**src/rtl/m_w_load_reg.sv**
```systemverilog
// M/W pipeline register with load-data alignment and extension for the W stage.
// Also flags misaligned loads (AdEL) combinationally in M.
module m_w_load_reg #(
  parameter logic [31:0] RESET_PC = 32'h0000_3000,
  parameter logic [31:0] EXC_PC   = 32'h0000_4180
) (
  input  logic        clk,
  input  logic        reset,
  input  logic        en,
  input  logic        req,
  input  logic [31:0] PC_M,
  input  logic [3:0]  lsOp_M,
  input  logic [31:0] res_M,
  input  logic [31:0] m_data_rdata,
  input  logic [4:0]  A3_M,
  input  logic        regWE_M,
  output logic        AdEL_M,
  output logic [31:0] PC_W,
  output logic [4:0]  A3_W,
  output logic        regWE_W,
  output logic [31:0] WD_W
);

  localparam logic [3:0] OP_LW  = 4'b0001;
  localparam logic [3:0] OP_LH  = 4'b0010;
  localparam logic [3:0] OP_LHU = 4'b0011;
  localparam logic [3:0] OP_LB  = 4'b0100;
  localparam logic [3:0] OP_LBU = 4'b0101;

  logic [3:0]  ls_op_w;
  logic [31:0] res_w;
  logic [31:0] rdata_w;
  logic [1:0]  addr_low2_w;
  logic [7:0]  byte_sel;
  logic [15:0] half_sel;

  always_comb begin
    AdEL_M = 1'b0;
    if (lsOp_M == OP_LW)
      AdEL_M = (res_M[1:0] != 2'b00);
    else if (lsOp_M == OP_LH || lsOp_M == OP_LHU)
      AdEL_M = res_M[0];
  end

  // Priority: reset > flush (req) > advance (en) > hold.
  always_ff @(posedge clk) begin
    if (reset) begin
      PC_W        <= RESET_PC;
      A3_W        <= 5'd0;
      regWE_W     <= 1'b0;
      ls_op_w     <= 4'd0;
      res_w       <= 32'd0;
      rdata_w     <= 32'd0;
      addr_low2_w <= 2'd0;
    end else if (req) begin
      PC_W        <= EXC_PC;
      A3_W        <= 5'd0;
      regWE_W     <= 1'b0;
      ls_op_w     <= 4'd0;
      res_w       <= 32'd0;
      rdata_w     <= 32'd0;
      addr_low2_w <= 2'd0;
    end else if (en) begin
      PC_W        <= PC_M;
      A3_W        <= A3_M;
      regWE_W     <= regWE_M;
      ls_op_w     <= lsOp_M;
      res_w       <= res_M;
      rdata_w     <= m_data_rdata;
      addr_low2_w <= res_M[1:0];
    end
  end

  always_comb begin
    byte_sel = rdata_w[7:0];
    case (addr_low2_w)
      2'd0: byte_sel = rdata_w[7:0];
      2'd1: byte_sel = rdata_w[15:8];
      2'd2: byte_sel = rdata_w[23:16];
      2'd3: byte_sel = rdata_w[31:24];
      default: byte_sel = rdata_w[7:0];
    endcase
    half_sel = addr_low2_w[1] ? rdata_w[31:16] : rdata_w[15:0];
  end

  // Stores and unknown encodings fall through to the registered result.
  always_comb begin
    WD_W = res_w;
    case (ls_op_w)
      OP_LW:   WD_W = rdata_w;
      OP_LH:   WD_W = {{16{half_sel[15]}}, half_sel};
      OP_LHU:  WD_W = {16'd0, half_sel};
      OP_LB:   WD_W = {{24{byte_sel[7]}}, byte_sel};
      OP_LBU:  WD_W = {24'd0, byte_sel};
      default: WD_W = res_w;
    endcase
  end

endmodule

```
**config.mk**
```make
export PLATFORM = sky130hd
export DESIGN_NAME = m_w_load_reg
export DESIGN_NICKNAME = d
export VERILOG_FILES = /design/src/rtl/m_w_load_reg.sv
export SDC_FILE = /design/constraint.sdc
export NUM_CORES = 1
export LEC_CHECK = 0
export ABC_CLOCK_PERIOD_IN_PS = 2050
export CAP_MARGIN = 10
export CORE_MARGIN = 3
export CORE_UTILIZATION = 40
export DETAILED_ROUTE_END_ITERATION = 10
export PLACE_DENSITY = 0.77
export SLEW_MARGIN = 20
export SYNTH_ARGS = -nofsm -noshare
export SYNTH_HDL_FRONTEND = slang
export SYNTH_SLANG_ARGS = --single-unit
```
**constraint.sdc**
```tcl
create_clock -name clk -period 2.05 [get_ports clk]
set_clock_uncertainty 0.1 [all_clocks]
set_input_delay 0.41 -clock clk [delete_from_list [all_inputs] [get_ports clk]]
set_output_delay 0.41 -clock clk [all_outputs]
set_load 0.05 [all_outputs]
```
# Word level (Yosys, flattened, before mapping)

Cells that the tools add are included.

Register bits after elaboration: 108
Bits of input ports: 110
Output and inout port bits: 71
Word-level logic and storage cells: 31

Eq/ne operators: 11
Multiplexer cells: 7
Reduce and logical (&&, ||, !) cells: 5

Operator list:

| kind                                                | number |
|---|---|
| one-hot mux 32 bit (5 select lines)                 | 1 |
| one-hot mux 8 bit (4 select lines)                  | 1 |
| two-way mux 15 bit                                  | 2 |
| equality test 4 x 2 -> 1 bit, second input constant | 4 |
| two-way mux 16 bit                                  | 1 |
| equality test 4 x 1 -> 1 bit, second input constant | 2 |
| equality test 4 x 3 -> 1 bit, second input constant | 2 |
| equality test 2 bit, second input constant          | 2 |
| nonzero test 2 bit                                  | 2 |
| equality test 2 x 1 -> 1 bit, second input constant | 1 |
| logical NOT 2 bit                                   | 1 |
| two-way mux 1 bit                                   | 2 |
| OR reduction 2 bit                                  | 1 |
| logical OR 1 bit                                    | 1 |

# Depth between registers and ports, before layout

Gate-level depths: netlist of the first run.

Depth after elaboration: 4
Depth in mapped cells: 6
Mapped depth without buffers: 4

# Least setup slack after synthesis of the first run

No wires, ideal clock.

Path kind: register to output
From: register ls_op_w[1]
To: output port WD_W[11]
Arrival time: 2140 ps
Data required time: 1540 ps
Path slack: -600 ps
Stages on the path, launching flop included: 6
Buffers on the path: 2
Cell sequence: dfxtp_1 > clkbuf_1 > and3_1 > clkbuf_1 > a22oi_1 > a21oi_1

Cells in the longest elaborated chain, start to end: 2
Elaborated cells between the ends (all ways): 6

Ends and longest elaborated chain:

| what                                                 | RTL line | source |
|---|---|---|
| from (decl)                                          | 30       | `logic [3:0] ls_op_w;` |
| from (signal assigned)                               | 67       | `ls_op_w <= lsOp_M;` |
| equality test 4 x 3 -> 1 bit (tied with other cells) | 89       | `case (ls_op_w)` |
| one-hot mux 32 bit (5 select lines) *                | 89       |  |
| to (decl)                                            | 21       | `output logic [31:0] WD_W` |

Every way passes the cells marked *; elsewhere a longest branch is shown, timed or not.

==> flow_summary_export.csv, run 1 <==
group,metric,value,unit
outcome,status,"finished, violations left",
outcome,violations,"setup timing",
timing,fmax,373,MHz
timing,fin_crit,2.68,ns
power_and_ir_drop,pwr-share-clk,32.3,%
route,drc,0,
yosys,ys.flop_type,"dfxtp_1",
placement,portBuffers,180,
floorplanning,fp.dieW,113,um
power_and_ir_drop,vdd_drop_max,0.544,mV
grt,grt_antenna_before_repair,0,
worst_setup_path,cp-endpoint,"WD_W[3]",
yosys,syn_inst,464,
yosys,ys_types,40,
yosys,yosysMostFrequentCell,"nor2_1",
worst_setup_path,endpoint_kind,"primary output",
power_and_ir_drop,sw_frac_of_total,28.6,%
route,num_vias,4566,
placement,gp_congestion,0.899,
grt,grt-ovfl-total,0,
cells_and_area,drive_above_1_share,29.0,%
grt,grt_start_max_net_pins,56,
cells_and_area,layout.nets,810,
worst_setup_path,crit_slowest_cell,"mux4_2",
worst_setup_path,required,1.54,ns
yosys,synth_common_cells,"117 x nor2_1, 108 x mux2i_1, 106 x dfxtp_1",
clocking,cts.sinks,106,
timing,rsz0062_at_grt,"true",
placement,dp.cells,801,
floorplanning,dieArea,12900,um^2
power_and_ir_drop,intPower,3.65,mW
route,viasPerCell,5.41,
power_and_ir_drop,p_switching,1.46,mW
floorplanning,rows,38,
power_and_ir_drop,seqPwrFrac,42.7,%
floorplanning,die_y,113,um
yosys,ys_top_cells_by_area,"dfxtp_1 46%, mux2i_1 23%, nor2_1 9.5%",
power_and_ir_drop,p_comb_share,25.0,%
floorplanning,ios,181,
min_path,min_path_type,"in -> reg",
power_and_ir_drop,cellPowerDensity,628,nW/um^2
worst_setup_path,slowest_delay,0.51,ns
grt,track_usage,24.5,%
yosys,yosys.area.top_type,"dfxtp_1",
flow_run,cap_violations,0,
worst_setup_path,reg2reg_setup_slack,1.03,ns
route,antenna_left,0,
yosys,synth_top_family_by_area,"multiplexers",
yosys,synth_compound_area_share,10.7,%
worst_setup_path,cpMostUsedCell,"buf_12",
route,drt_iter0_drc,370,
timing,worst_slew_pin_slew,0.546,ns
yosys,synth-seq-cells,106,
cells_and_area,fill_cells,803,
route,drt-wirelength-per-cell,19.6,um
worst_setup_path,r2r-end,"res_w[1]",
cells_and_area,diodes,0,
floorplanning,coreArea,11100,um^2
yosys,synth-seq-area-share,45.9,%
yosys,async_flop_share,0,%
route,drt_first_pass_iters,6,
worst_setup_path,crit_arrival,2.17,ns
clocking,cts.clk_slew.worst_paths,0.07,ns
yosys,synth_edf_count,0,
cells_and_area,instances_no_fill,844,
timing,relSlewSlack,63.5,%
clocking,htree_levels,3,
timing,drv_slew,0,
clocking,insertion_delay,0.34,ns
route,wirelength,16500,um
clocking,root_buffer,"clkbuf_16",
timing,fin_crit_sh,131,%
yosys,syn_area,4620,um^2
clocking,cts_buffer_depth,2,
cells_and_area,multiInputGateArea,2660,um^2
yosys,synth-xor-area-share,0,%
worst_setup_path,reg2reg_depth,4,
worst_setup_path,crit_start,"res_w[0]",
cells_and_area,regArea,2130,um^2
timing,setup_viol_count_final,32,
clocking,cts_tree,"yes",
clocking,numCtsBuffers,9,
yosys,syn_avg_cell_area,9.96,um^2
yosys,synth_fa_ha_area_share,0,%
yosys,synth_nets,574,
power_and_ir_drop,p_leak,3.52,nW
worst_setup_path,cp-start-kind,"flip-flop",
yosys,synthMuxAreaShare,26.6,%
worst_setup_path,critPathKind,"reg -> out",
placement,place_ws,-0.463,ns
grt,first_global_vias,4783,
yosys,yosysTopAreaCellShare,45.9,%
timing,hold_violations,0,
grt,grt_pass1_wl,25200,um
floorplanning,start_util,41.7,%
worst_setup_path,crit_fanout,6,
timing,setup_slack,-0.629,ns
yosys,ys_warn_count,0,
placement,dp_hpwl,11100,um
yosys,synth_simple_gate_area_share,13.3,%
worst_setup_path,crit_chain,"buf_12 -> mux4_2 -> a222oi_1 -> buf_4 -> nand2_4 -> buf_12",
worst_setup_path,worstReg2RegStart,"res_w[1]",
cells_and_area,syn_to_final_growth,76.0,%
==> cell type report <==
class	count	area share, %
Multi-Input combinational cell	321	32.7
Clock inverter	4	0.446
Clock buffer	11	2.98
Sequential cell	106	26.2
Inverter	2	0.0923
Timing Repair Buffer	260	35.4
Tap cell	140	2.15
==> flip-flops by register name (all words and copies together), names as in the netlist <==
register	count
PC_W	32
ls_op_w	4
rdata_w	32
regWE_W	1
res_w	32
A3_W	5
==> placed cells by master, fill, tap and decap left out, types with 3 or more instances in the layout <==
master / synthesis / layout
a211oi_1: 4 / 3
a22oi_2: 0 / 5
nor2b_1: 3 / 3
mux2i_2: 0 / 3
a22oi_1: 9 / 4
dfxtp_1: 106 / 100
dfxtp_2: 0 / 4
a21oi_4: 0 / 9
mux4_2: 6 / 6
mux2i_1: 108 / 104
nand2_1: 10 / 5
dlymetal6s2s_1: 0 / 9
nor2_1: 117 / 116
clkdlybuf4s50_1: 0 / 135
a221o_2: 10 / 17
buf_4: 0 / 61
buf_12: 0 / 39
a222oi_1: 4 / 4
nand2_4: 0 / 3
buf_6: 2 / 15
clkbuf_16: 0 / 9
==> what timing repair did <==
item / 4_1_cts / 5_1_grt
hold endpoints to repair: 0 / 0
pin swaps: 18 / 11
hold buffers: 0 / 0
setup endpoints to repair: 32 / 41
resized for setup: 48 / 24
gates cloned: 2 / 1
buffers inserted: 25 / 3
==> through the flow <==
step                      hold WS [ns]  setup TNS, ns  cell area, um^2  power (mW)  util, %
final                            0.389         -17.08             8140        5.11     73.4
after global routing             0.404         -18.63             8140        5.31     73.4
after CTS                        0.384         -15.60             8060        5.11     72.7
after detailed placement         0.385         -10.04             7340        3.40     66.3
after global placement           0.371          -8.63             7340        3.38     66.3
after floorplan                  0.360          -4.36             4780        2.81        -
==> layer usage <==
layer | global-route usage [%] | part of all wire (%) | wire length [um]
met1 | 28.8 | 39 | 6380
met2 | 41.7 | 49 | 8050
met3 | 7.37 | 8.9 | 1470
met4 | 10.3 | 3.8 | 621
met5 | 0 | 0 | 0
==> worst min path at each step <==
stage / start / to / slack [ns] / depth (start not counted)
after global placement: PC_W[10] / PC_W[10] / 0.37 / 2
after global routing: en / PC_W[27] / 0.40 / 3
final: en / PC_W[29] / 0.39 / 3
after floorplan: res_w[2] / res_w[2] / 0.36 / 2
after detailed placement: PC_W[28] / PC_W[28] / 0.39 / 2
after CTS: en / PC_W[20] / 0.38 / 3
==> power by group through the flow <==
stage	Sequential, mW	Clock (mW)	Combinational, mW
2_1_floorplan	2.31	0	0.498
3_3_place_gp	2.22	0	1.16
3_5_place_dp	2.22	0	1.18
4_1_cts	2.18	1.68	1.26
5_1_grt	2.19	1.78	1.34
6_report	2.18	1.65	1.28
==> kinds of logic (layout without fill, tap and decap cells) <==
logic type,after synthesis,count (layout)
mux,115,115
compound gates,60,60
buf+inv,37,277
simple gates,146,146
flops,106,106
==> critical path: cells and delay by family, from the launching register on <==
family | cells | cell delay [ns]
simple gates | 1 | 0.05
buf+inv | 3 | 0.47
compound gates | 1 | 0.44
flops | 1 | 0.36
mux | 1 | 0.51
Power figures use the tool's default switching activity.
==> inputs of run 2 (changes only) <==
- ABC_AREA: unset -> 1
- CORE_MARGIN: 3 -> unset
- CORE_UTILIZATION: 40 -> 41
==> run 2 against run 1 <==
Register-to-register slack worse by 0.06 ns. Via count up 20%. Clock power up 5%. Final cell count up 19%. Non-clock buffer count down 41. Sequential power about the same. The run still ends with setup timing left. Critical path depth up 3. Largest cell class unchanged. Fmax up 17%. Die area down 1.9%. Global-route usage up 1.9 points. Count of clock-buffer cells in the layout down 2. Routed wire length up 0.99%.
==> flow_summary_export.csv, run 2 <==
group,metric,value,unit
floorplanning,rows,39,
yosys,synth_edf_count,0,
timing,hold_violations,0,
worst_setup_path,worstReg2RegStart,"res_w[0]",
clocking,numCtsBuffers,9,
timing,setup_viol_count_final,32,
cells_and_area,diodes,0,
timing,relSlewSlack,64.5,%
cells_and_area,mostFrequentLayoutCells,"222 x nand2_1, 128 x clkdlybuf4s50_1, 100 x dfxtp_1",
route,num_vias,5501,
yosys,synthMuxAreaShare,0,%
yosys,synth-seq-area-share,42.4,%
timing,setup_slack,-0.246,ns
grt,use_met3,8.32,%
placement,portBuffers,180,
grt,grt-ovfl-total,0,
yosys,synth_simple_gate_area_share,34.8,%
clocking,root_buffer,"clkbuf_16",
timing,worst_slew_pin_slew,0.532,ns
clocking,insertion_delay,0.35,ns
grt,first_global_vias,5562,
cells_and_area,layout.nets,969,
clocking,cts.clk_slew.worst_paths,0.07,ns
yosys,yosysMostFrequentCell,"nand2_1",
route,drc,0,
placement,gp_congestion,0.913,
yosys,yosys.area.top_type,"dfxtp_1",
timing,fin_crit,2.30,ns
yosys,synth-seq-cells,106,
worst_setup_path,crit_fanout,5,
worst_setup_path,crit_arrival,1.79,ns
timing,fin_crit_sh,112,%
timing,drv_slew,0,
yosys,syn_avg_cell_area,7.32,um^2
yosys,syn_inst,683,
clocking,cts.sinks,106,
yosys,synth-xor-area-share,0,%
power_and_ir_drop,fin_total_pwr,5.12,mW
yosys,ys_top_cells_by_area,"dfxtp_1 42%, nand2_1 17%, a21oi_1 7.9%",
floorplanning,start_util,42.9,%
yosys,yosysTopAreaCellShare,42.4,%
grt,track_usage,26.5,%
flow_run,cap_violations,0,
timing,rsz0062_at_grt,"true",
cells_and_area,multiInputGateArea,2510,um^2
worst_setup_path,endpoint_kind,"primary output",
power_and_ir_drop,cellPowerDensity,646,nW/um^2
yosys,async_flop_share,0,%
outcome,violations,"setup timing",
power_and_ir_drop,p_leak,3.24,nW
yosys,ys.flop_type,"dfxtp_1",
route,drt_iter0_drc,489,
worst_setup_path,critPathKind,"reg -> out",
yosys,synth_top_family_by_area,"simple AND/OR/NAND/NOR gates",
cells_and_area,syn_to_final_growth,58.5,%
floorplanning,die_y,112,um
cells_and_area,final_common_cell,"nand2_1",
grt,use_met2,46.3,%
clocking,cts_tree,"yes",
timing,hold_ws,0.364,ns
timing,fmax,436,MHz
route,wirelength,16700,um
route,viasPerCell,5.46,
worst_setup_path,crit_start,"res_w[1]",
floorplanning,coreArea,11700,um^2
worst_setup_path,cp-start-kind,"flip-flop",
yosys,synth_compound_area_share,14.1,%
cells_and_area,reg_top3,"PC_W (32), rdata_w (32), res_w (32)",
clocking,cts_buffer_depth,2,
cells_and_area,fill_cells,928,
floorplanning,fp.dieW,112,um
min_path,min_path_type,"reg -> reg",
grt,grt_antenna_before_repair,0,
yosys,synth_nets,793,
yosys,syn_area,5000,um^2
worst_setup_path,required,1.54,ns
floorplanning,dieArea,12600,um^2
clocking,htree_levels,3,
cells_and_area,regArea,2130,um^2
grt,use_met1,30.7,%
yosys,ys_types,27,
min_path,hp-start,"A3_W[1]",
route,drt-wirelength-per-cell,16.6,um
placement,dp_hpwl,11800,um
yosys,synth_fa_ha_area_share,0,%
power_and_ir_drop,vdd_drop_max,0.628,mV
grt,grt_start_max_net_pins,78,
route,antenna_left,0,
floorplanning,ios,181,
yosys,ys_warn_count,0,
grt,grt_busiest_layer,"met2",
worst_setup_path,reg2reg_setup_slack,0.97,ns
cells_and_area,drive_above_1_share,16.6,%
grt,grt_pass1_wl,26600,um
cells_and_area,instances_no_fill,1007,
placement,dp.cells,973,
route,drt_first_pass_iters,8,
outcome,status,"finished, violations left",
yosys,synth_common_cells,"231 x nand2_1, 106 x dfxtp_1, 79 x a21oi_1",
## run 2: changes by cell type after synthesis, moves of 17 or more
cell / change
nand2_1: +221
mux2i_1: -108
nor2_1: -72
a21oi_1: +67
nand4_1: +56
buf_2: +32
inv_1: +26
nand3_1: +20
clkbuf_1: -18
a211oi_1: +17
## run 2: per-stage QoR
stage	TNS (ns)	cell area [um^2]	utilization, %	worst slack (ns)
5_1_grt	-9.20	7930	68.0	-0.310
3_5_place_dp	0	7340	62.9	0.0477
6_report	-6.94	7930	68.0	-0.246
3_3_place_gp	0	7340	62.9	0.0605
2_1_floorplan	0	5010	-	0.127
4_1_cts	-6.01	7850	67.3	-0.224
## run 2: logic make-up after synthesis
logic type	Yosys count
DFF	106
AOI/OAI and AO/OA	115
and+or+nand+nor	373
buffers and inverters	89
## run 2: critical path, cell delays in order (launching register included)
cell and delay [ns]:
dfxtp_4 0.41, inv_6 0.06, nand2_4 0.06, nand2_2 0.05
nand2_2 0.09, nand4_4 0.17, buf_12 0.18, buf_12 0.12
nand4_1 0.13, buf_12 0.16
## run 2: cell type report
| class | count | area share, % |
|---|---|---|
| clock inverter | 7 | 0.979 |
| tap | 143 | 2.26 |
| clock buffer | 9 | 2.84 |
| sequential | 106 | 26.9 |
| timing repair buffer | 219 | 33.6 |
| multi-input combinational | 489 | 31.7 |
| inverter | 34 | 1.74 |
## run 2: worst paths after layout
kind              cells after the start       end
setup / recovery                      9  WD_W[28]
hold / removal                        2   A3_W[1]
setup reg to reg                      3  res_w[0]
hold reg to reg                       2   A3_W[1]
## run 2: what timing repair did
item	in CTS	in global routing
setup endpoints to repair	37	44
endpoints found under the hold margin	0	0
pin swaps	7	6
cloned	2	1
hold buffers	0	0
buffers inserted	11	5
resized for setup	28	23
## run 2: power breakdown
group | internal, mW | leakage (nW) | switching, mW
combinational | 0.551 | 2.23 | 0.643
clock | 0.955 | 0.146 | 0.786
sequential | 2.13 | 0.869 | 0.0542
## run 2: layer usage
metal	up-vias	routed length, um
li1	2651	-
met5	-	0
met2	277	8120
met3	41	1440
met1	2532	6740
met4	0	396
